`src/rtl/ic_sweep_ctrl.sv`:
```
// ic_sweep_ctrl: sequencer that exhaustively checks a combinational
// bvashr/bvslt invertibility-condition function
//   IC(s, t) = exists x : (s >>>a x) <s t
// Every (s, t) pair is driven onto ic_s/ic_t. The ground truth is found by
// walking all shift amounts x, then compared against ic_val.
//
// Optional feature macro: SWEEP_STOP_ON_FAIL_EN
//   defined   -> the sweep ends at the first mismatching pair
//   undefined -> all pairs are swept and every mismatch is counted
//
// Ports:
//   clk, rst        rising-edge clock, async active-high reset
//   start           begin a full sweep (honoured only in IDLE/DONE)
//   ic_s, ic_t      operands driven to the IC function
//   ic_val          IC function output, sampled in COMPARE
//   busy, done      sweep in progress / one-cycle end pulse
//   pair_cnt        pairs compared so far
//   mismatch_cnt    pairs where ic_val differed from the ground truth
//   first_fail_*    s, t and ground truth of the first mismatch
module ic_sweep_ctrl #(
  parameter int unsigned WIDTH = 4
) (
  input  logic                 clk,
  input  logic                 rst,
  input  logic                 start,
  output logic [WIDTH-1:0]     ic_s,
  output logic [WIDTH-1:0]     ic_t,
  input  logic                 ic_val,
  output logic                 busy,
  output logic                 done,
  output logic [2*WIDTH:0]     pair_cnt,
  output logic [2*WIDTH:0]     mismatch_cnt,
  output logic [WIDTH-1:0]     first_fail_s,
  output logic [WIDTH-1:0]     first_fail_t,
  output logic                 first_fail_exp
);

  localparam int unsigned CW = 2*WIDTH + 1;
  localparam logic [WIDTH-1:0] MAXV = '1;

  typedef enum logic [2:0] {
    IDLE    = 3'd0,
    APPLY   = 3'd1,
    SEARCH  = 3'd2,
    COMPARE = 3'd3,
    DONE    = 3'd4
  } state_t;

  state_t             state;
  logic [WIDTH-1:0]   s;
  logic [WIDTH-1:0]   t;
  logic [WIDTH-1:0]   x;
  logic               found;

  logic signed [WIDTH-1:0] shifted_c;
  logic                    hit_c;
  logic                    mismatch_c;
  logic                    last_c;
  logic                    stop_c;

  // Witness test for the current x; shifts >= WIDTH fill with the sign bit.
  always_comb begin
    shifted_c  = $signed(s) >>> x;
    hit_c      = shifted_c < $signed(t);
    mismatch_c = (ic_val != found);
    last_c     = (s == MAXV) && (t == MAXV);
`ifdef SWEEP_STOP_ON_FAIL_EN
    stop_c     = mismatch_c;
`else
    stop_c     = 1'b0;
`endif
  end

  // Sweep FSM with registered outputs.
  always_ff @(posedge clk or posedge rst) begin
    if (rst) begin
      state          <= IDLE;
      s              <= '0;
      t              <= '0;
      x              <= '0;
      found          <= 1'b0;
      ic_s           <= '0;
      ic_t           <= '0;
      busy           <= 1'b0;
      done           <= 1'b0;
      pair_cnt       <= '0;
      mismatch_cnt   <= '0;
      first_fail_s   <= '0;
      first_fail_t   <= '0;
      first_fail_exp <= 1'b0;
    end else begin
      done <= 1'b0;
      case (state)
        IDLE, DONE: begin
          if (start) begin
            pair_cnt       <= '0;
            mismatch_cnt   <= '0;
            first_fail_s   <= '0;
            first_fail_t   <= '0;
            first_fail_exp <= 1'b0;
            s              <= '0;
            t              <= '0;
            busy           <= 1'b1;
            state          <= APPLY;
          end
        end
        APPLY: begin
          ic_s  <= s;
          ic_t  <= t;
          x     <= '0;
          found <= 1'b0;
          state <= SEARCH;
        end
        SEARCH: begin
          if (hit_c) begin
            found <= 1'b1;
            state <= COMPARE;
          end else if (x == MAXV) begin
            state <= COMPARE;
          end else begin
            x <= x + WIDTH'(1);
          end
        end
        COMPARE: begin
          pair_cnt <= pair_cnt + CW'(1);
          if (mismatch_c) begin
            mismatch_cnt <= mismatch_cnt + CW'(1);
            if (mismatch_cnt == '0) begin
              first_fail_s   <= s;
              first_fail_t   <= t;
              first_fail_exp <= found;
            end
          end
          if (last_c || stop_c) begin
            done  <= 1'b1;
            busy  <= 1'b0;
            state <= DONE;
          end else begin
            // t is the inner loop; s advances when t wraps.
            t <= t + WIDTH'(1);
            if (t == MAXV) s <= s + WIDTH'(1);
            state <= APPLY;
          end
        end
        default: state <= IDLE;
      endcase
    end
  end

endmodule
```
`config.mk`:
```
export PLATFORM = sky130hd
export DESIGN_NAME = ic_sweep_ctrl
export DESIGN_NICKNAME = d
export VERILOG_FILES = /design/src/rtl/ic_sweep_ctrl.sv
export SDC_FILE = /design/constraint.sdc
export NUM_CORES = 1
export LEC_CHECK = 0
export ABC_AREA = 1
export BUFFER_PORTS_ARGS = -buffer_cell sky130_fd_sc_hd__buf_2
export CORE_MARGIN = 2
export CORE_UTILIZATION = 45
export DETAILED_ROUTE_END_ITERATION = 8
export PLACE_DENSITY = 0.65
export SLEW_MARGIN = 40
export SYNTH_ARGS = -nofsm -noshare
export SYNTH_HDL_FRONTEND = slang
export SYNTH_SLANG_ARGS = --single-unit
```
`constraint.sdc`:
```
create_clock -name clk -period 2.7 [get_ports clk]
set_clock_uncertainty 0.05 [all_clocks]
set_input_delay 0.54 -clock clk [delete_from_list [all_inputs] [get_ports clk]]
set_output_delay 0.54 -clock clk [all_outputs]
set_load 0.005 [all_outputs]
```
Yosys cells after proc, flatten, opt, wreduce, memory -nomap -nowiden --
Cells that the tools add are included.
Word-level totals: register bits 53, input bits 4, output and inout port bits 37, word-level logic and storage cells 89
Operators by class: add/subtract/negate cells 5, magnitude comparators 1, eq/ne operators 18, shift operators 1, mux-type cells 35, reductions and logical operators 15
Operator list (number):
- 2-to-1 mux 4 bit | 10
- case mux 4 bit (2 select lines) | 5
- case mux 9 bit (2 select lines) | 2
- adder 9 x 1 -> 9 bit, second input constant | 2
- 2-to-1 mux 9 bit | 2
- != test 2 bit, second input constant | 9
- adder 4 x 1 -> 4 bit, second input constant | 3
- == test 4 bit, second input constant | 3
- 2-to-1 mux 3 bit | 4
- case mux 3 bit (4 select lines) | 1
- AND reduction 3 bit | 4
- zero test 9 bit | 1
- 2-to-1 mux 1 bit | 8
- AND reduction 4 bit | 2
- == test 3 x 2 -> 1 bit, second input constant | 2
- case mux 1 bit (2 select lines) | 3
- AND reduction 2 bit | 3
- less-than comparator 4 bit | 1
- nonzero test 2 bit | 2
- >>> shifter 4 x 4 -> 4 bit | 1
- == test 3 x 1 -> 1 bit, second input constant | 1
- == test 3 bit, second input constant | 1
- zero test 3 bit | 1
- != test 3 bit, second input constant | 1
- 3 further kinds | 3

Longest topological paths before layout --
Gate-level depths: netlist of the first run.
depth in word-level cells 4, depth in mapped cells 14

Worst setup path before layout of the first run --
OpenSTA, ideal clock, no wires.
path kind register -> register, start reg x[3], end reg x[0], arrival time 1567 ps, required time 2533 ps, slack 966 ps, stages on the path, launching flop included 14, clock period less this slack 1734 ps, path through dfrtp_1 buf_2 o21ai_0 o21ai_0 a31oi_1 ha_1 nand2_1 nand2_1 nand2_1 nand2_1 nand3_2 nand2_1 nand2_1 nand2_1
On the way: word-level cells in the longest chain between the ends 4, elaborated cells on any way between the ends 6
Ends and longest elaborated chain:
- start: declaration | RTL line 52 | logic [WIDTH-1:0] x;
- start signal: assignment | RTL line 121 | x <= x + WIDTH'(1);
- >>> shifter 4 x 4 -> 4 bit | RTL line 63 | shifted_c = $signed(s) >>> x;
- less-than comparator 4 bit | RTL line 64 | hit_c = shifted_c < $signed(t);
- != test 2 bit (no line)
- AND reduction 3 bit (no line) *
Every way passes the cells marked *; elsewhere a longest branch is shown, timed or not. A chain may end at the register's enable or synchronous reset.

Worst setup path after layout of the first run --
start reg mismatch_cnt[0], end reg first_fail_t[2]
On the way: word-level cells in the longest chain between the ends 3
Ends and longest elaborated chain:
- start: declaration | RTL line 32 | output logic [2*WIDTH:0] mismatch_cnt,
- start signal: assignment | RTL line 127 | mismatch_cnt <= mismatch_cnt + CW'(1);
- zero test 9 bit | RTL line 128 | if (mismatch_cnt == '0) begin
- != test 2 bit (no line)
- AND reduction 4 bit (no line)
- end signal: assignment | RTL line 130 | first_fail_t <= t;
- end: declaration | RTL line 34 | output logic [WIDTH-1:0] first_fail_t,
Every way passes these cells.

==> results.txt, run 1 <==
The flow ran to the end, and the final reports show no timing, DRC or antenna violations. In the layout the commonest cells are nand2_1, dfrtp_1, inv_1. The power per cell area is roughly 850 nW/um^2. The share of total power in the clock network is 18.0%. The starting utilization of the core area came out at 46.5%. The number of core rows came out at 28. The number of cells in the design after placement is 428. The smallest clock period supported by the final layout is computed as 2.01 ns. The clock network latency to the later pin of the worst-skew pair is 0.31 ns. Per report_power, the combinational group accounts for between 40 and 50% of the total. Routability-driven placement finished with a final weighted congestion of 0.848.

The number of antenna violations at the first check in global routing came out at 0. The buffer cell driving the clock tree root is clkbuf_8. The global routing stage identified its most utilized layer as met2.

Based on the critical path, the design can be clocked at up to 497 MHz. The static leakage came out at between 1.5 and 2 nW. The maximum number of pins on one net before global-route repair is 32. The share of the yosys chip area belonging to registers is 48.2%.

The half-perimeter wire length after detailed placement came out at 4110 microns. The ratio of cells with drive above 1 in the final layout is 22.2%. For flop-to-flop paths, the worst setup slack is 0.69 ns. The routed wire length came out at 5770 microns. The flip-flop and latch count after synthesis came out at 53.

The met3 track demand over resource in global routing is 4.02%. The max-slew violation count was 0. The remaining antenna violation count is 0. The via count of the first global-routing pass is 2019. The total iterations of the first detailed-routing run came out at 4.

The endpoint kind of the worst setup timing path is a register. The max-capacitance violation count is 0. After the first detailed-routing iteration, the DRC count stood at 145.

The post-cts hold buffer count came out at 0. The analysis attributes to net switching a power of 1.13 mW. Synthesis instantiated 33 different standard cells from the library. The sequential cells in the finished layout cover a total of 1330 sq um.

The multi-input combinational cells in the finished layout cover a total of approximately 1200 sq um. The family with the most delay on the worst path is simple AND/OR/NAND/NOR gates. The relative contribution of sequential cells to total power came out at between 40% and 50%. For the pin with the worst max-slew slack, the measured transition is 0.558 ns. The routed via count divided by cell count is 5.11.

TritonCTS created 5 clock buffers. The number of levels the H-tree was split into came out at 2. Setup repair after global routing left no endpoint under its margin.

The instance count of the mapped netlist came out at 320. The global-route wire length before repair came out at 9580 microns. IR analysis of the VDD net gives a maximum drop of between 0.4 and 0.5 mV. Global routing used approximately 30% of the available met2 tracks. The global-route track usage on met1 came out at 25.8%. The worst setup path is launched from a register. After synthesis the cells add up to roughly 2800 sq um. The buffer count from post-CTS setup fixing is 0. Data arrives at the worst endpoint at 2.20 ns. In the routed design, unresolved DRC markers number 0.

Setup violations remaining at the end of the flow were counted as 0. Buffers placed on the I/O ports in this run total 40. The net switching fraction of the power came out at 42.7%. When the netlist entered floorplanning its net count stood at 333. The layout overhead on the synthesized area is 13.1%. Among all stages on the critical path, the largest delay is contributed by or2_1.

Walking the worst path, the cells encountered are inv_1 > ha_1 > nand4_1 > nor4_4 > nand3b_4 > or2_1 > o21ai_2. The final number of hold-violating endpoints is 0. The required time reported for the critical path endpoint is 2.89 ns. The die width came out at 82.2 microns. After clock tree synthesis, the repair step resized 0 gates. The clock slew seen by the registers of the worst setup and hold paths is 0.10 ns. The total number of vias is 2230. The area of the core region is slightly below 6000 sq um. The class of the most critical setup path is register to register. The buffer depth of the longest clock path came out at 2. The worst pin sits at a relative slew slack of a little over three fifths.

The buffer and inverter count on the worst path came out at 1. The global-route congestion overflow total is 0. Global routing used 18.6% of the available tracks across all layers. The total of warnings raised by yosys came out at 0.

TritonCTS built the clock tree. The post-layout net count came out at 373. The worst hold path belongs to the class primary input to async pin. The maximum single-stage delay on the critical path is 0.44 ns. The routed length per placed instance is 13.2 microns.

The vertical die dimension came out at just over 80 microns. The number of standard cells in the final layout excluding fillers is 436. The mean instance size in the synthesized netlist came out at 8.61 sq um. The filler cell count in the final layout came out at 570. The sink count of the clock tree is 53. The number of inserted diodes came out at 0. For the final routed database, the setup TNS stands at 0 ns. Pin placement for this block handled slightly above 40 I/O pins.

The internal cell power came out at 1.52 mW. The die covers 6760 sq um. The commonest non-fill, non-tap cell in the layout is nand2_1. The largest fanout on the critical path is 10. The final critical-path share of the clock period came out at 74.6%.
[worst register-to-register path, cell delays in order, from the launching register on]
cell and delay [ns]:
dfrtp_1 0.41, inv_1 0.11, ha_1 0.17, nand4_1 0.15
nor4_4 0.22, nand3b_4 0.20, or2_1 0.44, o21ai_2 0.19
[logic make-up after synthesis]
logic type	count (synthesis)	synth area share (%)
and+or+nand+nor	136	25.2
AOI/OAI and AO/OA	63	13.2
buffers and inverters	56	8.41
DFF	53	48.2
adders and majority gates	9	4.09
xor gates and xnor gates	3	0.954
[Yosys cell counts]
library cell  instances  area share (%)
a21oi_1              17             3.1
a31oi_1               2            0.45
buf_2                 3            0.55
buf_6                 2            0.82
clkbuf_1              3            0.41
dfrtp_1              53              48
ha_1                  9             4.1
inv_1                42             5.7
inv_2                 5            0.68
inv_4                 1            0.23
nand2_1              55             7.5
nand2_2               2            0.45
nand2_4               3             1.2
nand2_8               1            0.73
nand3_1              25             4.5
nand3_2               4             1.5
nand3b_4              1            0.73
nand4_1               3            0.68
nor2_1               24             3.3
nor2_2                1            0.23
nor2_4                1            0.41
nor3_1               10             1.8
nor3_2                1            0.36
nor3b_1               2            0.55
nor4_4                1            0.77
o21ai_0              26             4.7
o21ai_1               6             1.1
o21ai_2               9             2.9
o32ai_1               3            0.95
or2_1                 1            0.23
or4_1                 1            0.27
xnor2_1               1            0.32
xor2_1                2            0.64
[power groups by stage]
stage / clock network [mW] / registers, mW / logic, mW
final: 0.476 / 1.08 / 1.09
after floorplan: 0 / 1.07 / 0.832
after global routing: 0.523 / 1.10 / 1.27
after global placement: 0 / 1.09 / 1.08
after CTS: 0.495 / 1.08 / 1.10
after detailed placement: 0 / 1.09 / 1.10
[routing by layer]
layer / wire (microns) / up-vias
li1: - / 1134
met1: 2770 / 1049
met2: 2740 / 43
met3: 224 / 4
met4: 34 / 0
met5: 0 / -
[flip-flops by register name, indices dropped and copies added (netlist names)]
signal and cells:
done 1, state 3, x 4, ic_t 4, s 4, ic_s 4
pair_cnt 9, first_fail_s 4, first_fail_t 4, t 4, first_fail_exp 1, mismatch_cnt 9
busy 1, found 1
[area by class of cell]
cell class	count	area share [%]
Clock buffer	6	2.65
Clock inverter	2	0.442
Inverter	48	5.86
Multi-Input combinational cell	211	38.4
Sequential cell	53	42.6
Tap cell	75	3.01
Timing Repair Buffer	41	7.07
[path summary, 6_finish.rpt]
kind | start | end | cells past startpoint
max | mismatch_cnt[0] | first_fail_t[2] | 7
max reg2reg | mismatch_cnt[0] | first_fail_t[2] | 7
min reg2reg | ic_t[3] | ic_t[3] | 2
min | rst | pair_cnt[1] | 2
max in group asynchronous | rst | s[1] | 3
min in group clk | ic_t[3] | ic_t[3] | 2
[stage by stage]
stage / utilization [%] / total power [mW] / hold WS (ns) / instance area [sq um] / setup slack, ns
3_3_place_gp: 51.0 / 2.16 / 0.417 / 3020 / 0.666
5_1_grt: 52.6 / 2.89 / 0.236 / 3120 / 0.426
2_1_floorplan: - / 1.91 / 0.415 / 2750 / 0.824
3_5_place_dp: 51.0 / 2.19 / 0.423 / 3020 / 0.678
6_report: 52.6 / 2.65 / 0.211 / 3120 / 0.687
4_1_cts: 52.6 / 2.68 / 0.221 / 3120 / 0.653
Power figures use the tool's default switching activity.
==> run 2, diff against run 1 <==
--- a/config.mk
+++ b/config.mk
@@ -5,12 +5,12 @@
 export SDC_FILE = /design/constraint.sdc
 export NUM_CORES = 1
 export LEC_CHECK = 0
-export ABC_AREA = 1
+export ABC_AREA = 0
 export BUFFER_PORTS_ARGS = -buffer_cell sky130_fd_sc_hd__buf_2
 export CORE_MARGIN = 2
 export CORE_UTILIZATION = 45
 export DETAILED_ROUTE_END_ITERATION = 8
-export PLACE_DENSITY = 0.65
+export PLACE_DENSITY = 0.66
 export SLEW_MARGIN = 40
 export SYNTH_ARGS = -nofsm -noshare
 export SYNTH_HDL_FRONTEND = slang
==> constraint.sdc (replaced) <==
create_clock -name clk -period 2.1 [get_ports clk]
set_clock_uncertainty 0.05 [all_clocks]
set_input_delay 0.42 -clock clk [delete_from_list [all_inputs] [get_ports clk]]
set_output_delay 0.42 -clock clk [all_outputs]
set_load 0.005 [all_outputs]
==> results.txt, run 2 <==
The flow ran to the end, but the final reports show violations. The final reports fail on negative setup slack. The compound-gate portion of the synthesized area came out at 12.7%. The total overflow left after global routing is 0.

In this run, the clock network consumes about 17% of the power. The netlist area before placement is 2660 sq um. When the netlist entered floorplanning its net count stood at 303. The filler cell count in the final layout is 560. The max-slew violation count came out at 0. Counting flops and latches in the post-synthesis netlist gives 53. The routed via count divided by cell count came out at 5.29. The total setup violations reported at the end of the flow came out at 6. Summing the areas of all fa, ha and maj instances in the mapped netlist gives 4.23% of the synthesized area.

Once detail routing completed, the nets flagged for antenna violations numbered 0. TritonCTS built the clock tree. The library cell used most frequently in the layout, excluding fill and tap cells, is nand2_1.

Of all nets on the critical path, the largest fanout is 5. The total of warnings raised by yosys came out at 0. The critical path goes through nor4_2 > mux2_4 > ha_4 > or3b_4 > a211o_1 > a21oi_4 > nor2_1 > mux2i_1. The number of core rows is 28. The power per cell area is 1100 nW/um^2. The clock slew seen by the registers of the worst setup and hold paths came out at 0.09 ns.

The worst hold path belongs to the class primary input to async pin. The mean instance size in the synthesized netlist is 9.18 sq um. The ratio of cells with drive above 1 in the final layout is between 20% and 30%.

The post-synthesis share of cell area spent on and, or, nand and nor gates is between 20% and 30%. The routed length per placed instance came out at 14.2 microns. In the global route stage, met3 resource usage came out at under 10%. The relative contribution of sequential cells to total power came out at 37.6%. In this run the number of cells on the critical path is 8. The most area-hungry cell type in the Yosys netlist is dfrtp_1. The register-to-register path setup slack came out at -0.39 ns.

After detailed routing, the number of remaining DRC violations is 0. At the worst endpoint, the required time is about 2.2 ns. The most common cell in the synthesized netlist is nand2_1.

Setup repair after global routing could not meet its margin everywhere. Sorting the synthesized cells by area gives the leading types as dfrtp_1, nand2_1, o21ai_0. The internal cell power came out at 2.21 mW.

The relative slew slack is roughly 64%. Summed over all cells, the static leakage comes to about 1.6 nW. The setup path with the least slack is of type register to register. The number of antenna violations at the first check in global routing came out at 0. The mux share of post-synthesis cell area is 2.68%.

In the synthesized netlist the dominant register cell turns out to be dfrtp_1. The total iterations of the first detailed-routing run came out at 4. The via count of the first global-routing pass is 2122. In the final layout, the registers with the most flip-flops are mismatch_cnt (9), pair_cnt (9).

Synthesis produced 290 cells. STA classifies the critical path startpoint as a register. The worst register-to-register path ends at x[0]. In this run the critical register-to-register path is launched from x[0].

The first global-routing pass estimated 10000 microns of wire. The post-layout net count is 365. The final number of hold-violating endpoints was 0. The initial utilization of the core area, before any placement, comes to 45.8%. The number of clock buffers added by TritonCTS is 5. The switching component of the power came out at 1.41 mW. Timing analysis after detailed placement gives a worst setup slack of -0.398 ns.

The global placement routability congestion came out at 0.849. On the worst path, the slowest cell contributes a delay of 0.40 ns. The die outline area came out at 6550 sq um. Combinational cells account for 45.7% of the total power. The share of synthesized flip-flops with an asynchronous set or reset came out at 100%. The global-route track usage on met1 is 27.0%. Max-cap violations in this run came to 0. The fraction of synthesized cell area in xor and xnor cells came out at 2.63%.

The maximum number of pins on one net before global-route repair came out at 23. Compared with the post-synthesis result, the final layout area differs by 24.2%. The most heavily used metal layer in global routing is met2. In the global route stage, met2 resource usage came out at 32.3%. The number of synthesized flops with an enable pin came out at 0.

The sink count of the clock tree is 53. Data on the critical path arrives at its endpoint at 2.63 ns. IR analysis of the VDD net gives a maximum drop of 0.501 mV. The area share of the largest cell type after synthesis is 49.8%.

By area, the combinational part of the netlist is dominated by simple AND/OR/NAND/NOR gates. The endpoint kind of the worst setup timing path is a register. Counting cells, the worst reg-to-reg path comes to 8.

The cell with the biggest individual delay on the critical path is dfrtp_1. Clock tree synthesis selected as its root buffer the cell clkbuf_8. For this block, the initial DRC count from the detailed router was 100.

The quantity of I/O buffers inserted on ports came out at 40. The core region is 5820 sq um. Once routing completed, OpenROAD measured the worst setup slack at -0.391 ns. After layout, the minimum clock period comes to 2.49 ns. The total I/O pin count is 41. After detailed routing, the total wire length is about 6100 microns.

The half-perimeter wire length after detailed placement came out at 4330 microns. For the worst-skew pair, the clock arrives at the later sink with an insertion delay of around 0.31 ns. The transition time of the tightest slew-check pin came out at 0.531 ns. The family with the most delay on the worst path is simple AND/OR/NAND/NOR gates. The total number of vias is between 2000 and 2500. The post-cts hold buffer count is 0. The die width came out at roughly 80 microns. Derived from the worst setup path, the maximum achievable clock frequency is 401 MHz.

The vertical die dimension is 80.9 microns. The number of inserted diodes came out at 0. The critical path contains buffers and inverters numbering 0 combined.

Leaving out fill and tap cells, the most frequent cells in the layout are nand2_1, dfrtp_1, buf_2. After synthesis, flip-flops and latches occupy around half of the total area. Ranked by instance count, the synthesized netlist is headed by nand2_1, dfrtp_1, o21ai_0. The number of levels the H-tree was split into came out at 2. The global router's overall resource usage came out at about a fifth.

The buffer depth of the longest clock path is 2. The placed standard-cell area is about 3100 sq um. The final critical path takes up 119% of the cycle. The cell area after layout came out at ~3300 sq um.

The synthesized netlist contains 48 unique library cells. The net switching fraction of the power came out at 39.0%.
run 2: cell families (layout without fill, tap and decap cells):
logic type      count (synthesis)  in the layout
mux                             7              7
xor+xnor                        8              8
buf+inv                        28             91
compound gates                 54             54
flops                          53             53
fa+ha+maj                       9              9
simple gates                  131            131
run 2: repair_timing:
| action | in CTS | in global routing |
|---|---|---|
| pin swaps | 5 | 8 |
| setup endpoints to repair | 6 | 7 |
| setup buffers | 3 | 2 |
| gates cloned | 0 | 0 |
| resized for setup | 6 | 10 |
run 2: per-stage QoR:
step,total power [mW],setup TNS [ns],util (%),instances,hold WS [ns]
3_3_place_gp,2.87,-1.80,53.2,416,0.407
4_1_cts,3.61,-1.94,55.7,426,0.0665
6_report,3.62,-2.00,56.8,428,0.0578
5_1_grt,3.91,-2.50,56.8,428,0.0795
3_5_place_dp,2.91,-2.04,53.2,416,0.409
2_1_floorplan,2.34,-1.71,-,290,0.420
run 2: how the worst max path moves through the flow:
stage | end | slack, ns | from
after detailed placement | x[3] | -0.40 | x[3]
after global routing | x[0] | -0.48 | x[0]
after CTS | x[3] | -0.39 | x[3]
after global placement | x[3] | -0.37 | x[3]
final | x[0] | -0.39 | x[0]
after floorplan | x[3] | -0.40 | x[3]
run 2: layout make-up:
cell class                      count  area [sq um]  share of cell area [%]
Multi-Input combinational cell    209          1300                    39.3
Clock inverter                      2          13.8                   0.416
Inverter                           12          45.0                    1.36
Tap cell                           75          93.8                    2.84
Sequential cell                    53          1330                    40.1
Clock buffer                        6          82.6                    2.50
Timing Repair Buffer               71           444                    13.4
run 2: layer usage:
layer | part of all wire, % | routed length [microns] | vias up
met3 | 3.7 | 224 | 10
li1 | - | - | 1134
met4 | 1.3 | 77 | 0
met2 | 47 | 2860 | 45
met1 | 48 | 2900 | 1077
met5 | 0 | 0 | -
run 2: power by group through the flow:
stage	combinational (mW)	clock, mW	sequential, mW
6_report	1.66	0.606	1.36
5_1_grt	1.85	0.666	1.39
4_1_cts	1.62	0.631	1.36
3_5_place_dp	1.53	0	1.38
3_3_place_gp	1.49	0	1.37
2_1_floorplan	0.967	0	1.38
==> run 3, diff against run 2 <==
--- a/config.mk
+++ b/config.mk
@@ -10,6 +10,7 @@
 export CORE_MARGIN = 2
 export CORE_UTILIZATION = 45
 export DETAILED_ROUTE_END_ITERATION = 8
+export GPL_TIMING_DRIVEN = 0
 export PLACE_DENSITY = 0.66
 export SLEW_MARGIN = 40
 export SYNTH_ARGS = -nofsm -noshare
==> constraint.sdc (replaced) <==
create_clock -name clk -period 2.1 [get_ports clk]
set_clock_uncertainty 0.05 [all_clocks]
set_input_delay 0.63 -clock clk [delete_from_list [all_inputs] [get_ports clk]]
set_output_delay 0.63 -clock clk [all_outputs]
set_load 0.005 [all_outputs]
==> results.txt, run 3 (synthesis gave the netlist of run 2 again) <==
The flow ran to the end, but the final reports show violations. The final reports fail on negative setup slack. The number of standard cells in the final layout excluding fillers came out at 421. Setup repair after global routing could not meet its margin everywhere. Once the floorplan was initialized, standard cells occupied 45.8% of the core. The DRC violations left is 0. The via count of the first global-routing pass came out at approximately 2200. The global-route wire length before repair is 10500 microns. The die width is just over 80 microns.

Of the cells placed in the final design, the portion with a size suffix greater than 1 is 24.9%. The internal cell power came out at 2.09 mW. The half-perimeter wire length after detailed placement is between 4000 and 5000 microns. The die outline area came out at approximately 6500 sq um. The static leakage came out at 1.57 nW. The post-layout net count is 360. The routed wire length is 6160 microns.

0 antenna diodes ended up in the layout. The detailed router finished its first iteration with 203 violations. The total iterations of the first detailed-routing run is 4. Counting every sink on the clock net gives between 50 and 60. The timing-limited maximum frequency came out at slightly below 400 MHz. The largest fanout on the critical path is 6.

STA classifies the critical path startpoint as a register. Routability-driven placement finished with a final weighted congestion of 0.794. Clock tree synthesis inserted a total of 5 buffers. Data on the critical path is required at its endpoint by between 2 and 2.5 ns. At the pin with the least slew margin, the transition time is 0.582 ns. The number of antenna violations at the first check in global routing is 0. The worst hold path belongs to the class primary input to async pin. The layout overhead on the synthesized area is 21.3%. Setup violations remaining at the end of the flow were counted as 6. After detailed routing, the average wire length per cell comes to 14.6 microns. The relative slew slack is 60.9%. At the later pin of the worst-skew pair, clock insertion delay measures 0.31 ns.

After detailed placement, the design holds a cell count of 406. The largest vdd supply drop is about 0.38 mV. The length in cells of the worst reg-to-reg path is 9.

The routed design could run at a clock period as short as 2.57 ns. The global-route congestion overflow total came out at 0. The total I/O pin count is 41. In this run the vertical extent of the chip is 80.9 microns. The relative contribution of sequential cells to total power came out at between 40% and 50%. The part of the total power dissipated in combinational logic is 44.1%. The quantity of I/O buffers inserted on ports is 40. In the final layout, the registers with the most flip-flops are mismatch_cnt (9), pair_cnt (9). The switching component of the power came out at 1.39 mW. TritonCTS built the clock tree.

In this run the deepest clock path goes through 2 buffers. The share of total power in the clock network came out at between 10% and 20%. The commonest non-fill, non-tap cell in the layout is nand2_1. The final critical-path share of the clock period is 123%. Clock-pin slew was measured on the worst setup and hold paths at 0.09 ns. The post-layout worst setup margin came out at -0.475 ns. The worst register-to-register path has a setup slack of -0.47 ns.

Tracing the worst setup path back leads to its startpoint at x[3]. The hold slack is around 0.19 ns. The number of levels the H-tree was split into came out at 2. The power per cell area is 1080 nW/um^2. The maximum number of pins on one net before global-route repair is 38. The worst register-to-register path ends at x[3]. Across the run, the number of max-cap violations was 0. The post-cts hold buffer count came out at 0. The buffer cell driving the clock tree root is clkbuf_8.

The remaining antenna violation count came out at 0. Total power for the finished layout comes to 3.48 mW. STA puts the critical path data arrival time at 2.72 ns. The layout has 569 filler cells. The max-slew violation count is 0.

The final number of hold-violating endpoints is 0. The area of the core region came out at 5820 sq um. After detailed routing, the number of vias per cell comes to between 5 and 6. The global router's overall resource usage came out at 20.6%. Detailed routing inserted a total of roughly 2300 vias.

The worst setup path is captured at a register. The worst setup path is of the register to register kind. The initialized floorplan defines 28 standard-cell rows. Leaving out fill and tap cells, the most frequent cells in the layout are nand2_1, dfrtp_1, buf_2. The launching point of the worst reg2reg path is x[3]. The core utilization of the finished layout is 55.5%.

Net switching is 40.0% of the power.
[run 3: cell types whose count changed in the layout (fill, tap and decap cells not counted), moves of 2 or more]
| cell | change |
|---|---|
| buf_2 | +2 |
| clkbuf_1 | +5 |
| dfrtp_1 | -4 |
| buf_4 | -15 |
| dfrtp_2 | +4 |
| a21oi_2 | +2 |
| ha_2 | +2 |
| nor4_2 | -2 |
[run 3: layout make-up]
| type | count | area, sq um | area share [%] |
|---|---|---|---|
| clock inverter | 1 | 5.00 | 0.155 |
| timing repair buffer | 52 | 303 | 9.38 |
| tap | 75 | 93.8 | 2.91 |
| inverter | 12 | 47.5 | 1.47 |
| sequential | 53 | 1330 | 41.2 |
| multi-input combinational | 209 | 1290 | 39.9 |
| buffer | 14 | 92.6 | 2.87 |
| clock buffer | 5 | 68.8 | 2.13 |
[run 3: what timing repair did]
action | 4_1_cts | 5_1_grt
setup buffers | 7 | 4
gates cloned | 0 | 0
gates resized for setup | 11 | 10
setup endpoints to repair | 7 | 17
pin swaps | 1 | 3
[run 3: metal layers]
layer / share of wire [%] / global-route usage [%] / wire [microns] / vias to the layer above
met5: 0 / 0 / 0 / -
met4: 0.96 / 5.93 / 59 / 0
met3: 4.8 / 4.11 / 294 / 5
met2: 46 / 31.7 / 2860 / 59
met1: 48 / 29.7 / 2940 / 1083
li1: - / - / - / 1124
[run 3: worst max-delay path by stage]
stage                       to  slack, ns  cells after the start
after global routing      x[3]      -0.56                      8
final                     x[3]      -0.47                      9
after global placement    x[3]      -0.59                      2
after detailed placement  x[3]      -0.55                      9
after CTS                 x[2]      -0.44                     10
after floorplan           x[3]      -0.40                      9
[run 3: worst max-delay path, stage by stage (launching register included)]
cell and delay (ns):
dfrtp_1 0.39, buf_8 0.13, nor4_4 0.27, mux2_4 0.34, ha_4 0.15, or3b_4 0.40, a211o_1 0.25, a21oi_2 0.17
nor4_1 0.07, a211o_1 0.24
[run 3: power by group through the flow]
stage	registers [mW]	clock network [mW]	logic, mW
after global routing	1.43	0.598	1.73
after detailed placement	1.40	0	1.34
after CTS	1.39	0.559	1.45
final	1.40	0.548	1.53
after floorplan	1.38	0	0.967
after global placement	1.40	0	1.31
[run 3: stage by stage]
| step | instance area (sq um) | setup slack, ns | TNS (ns) |
|---|---|---|---|
| floorplan | 2690 | -0.396 | -1.71 |
| detailed placement | 3000 | -0.547 | -4.18 |
| global placement | 2980 | -0.594 | -35.42 |
| CTS | 3170 | -0.437 | -2.26 |
| global route | 3230 | -0.559 | -2.99 |
| finish | 3230 | -0.475 | -2.38 |
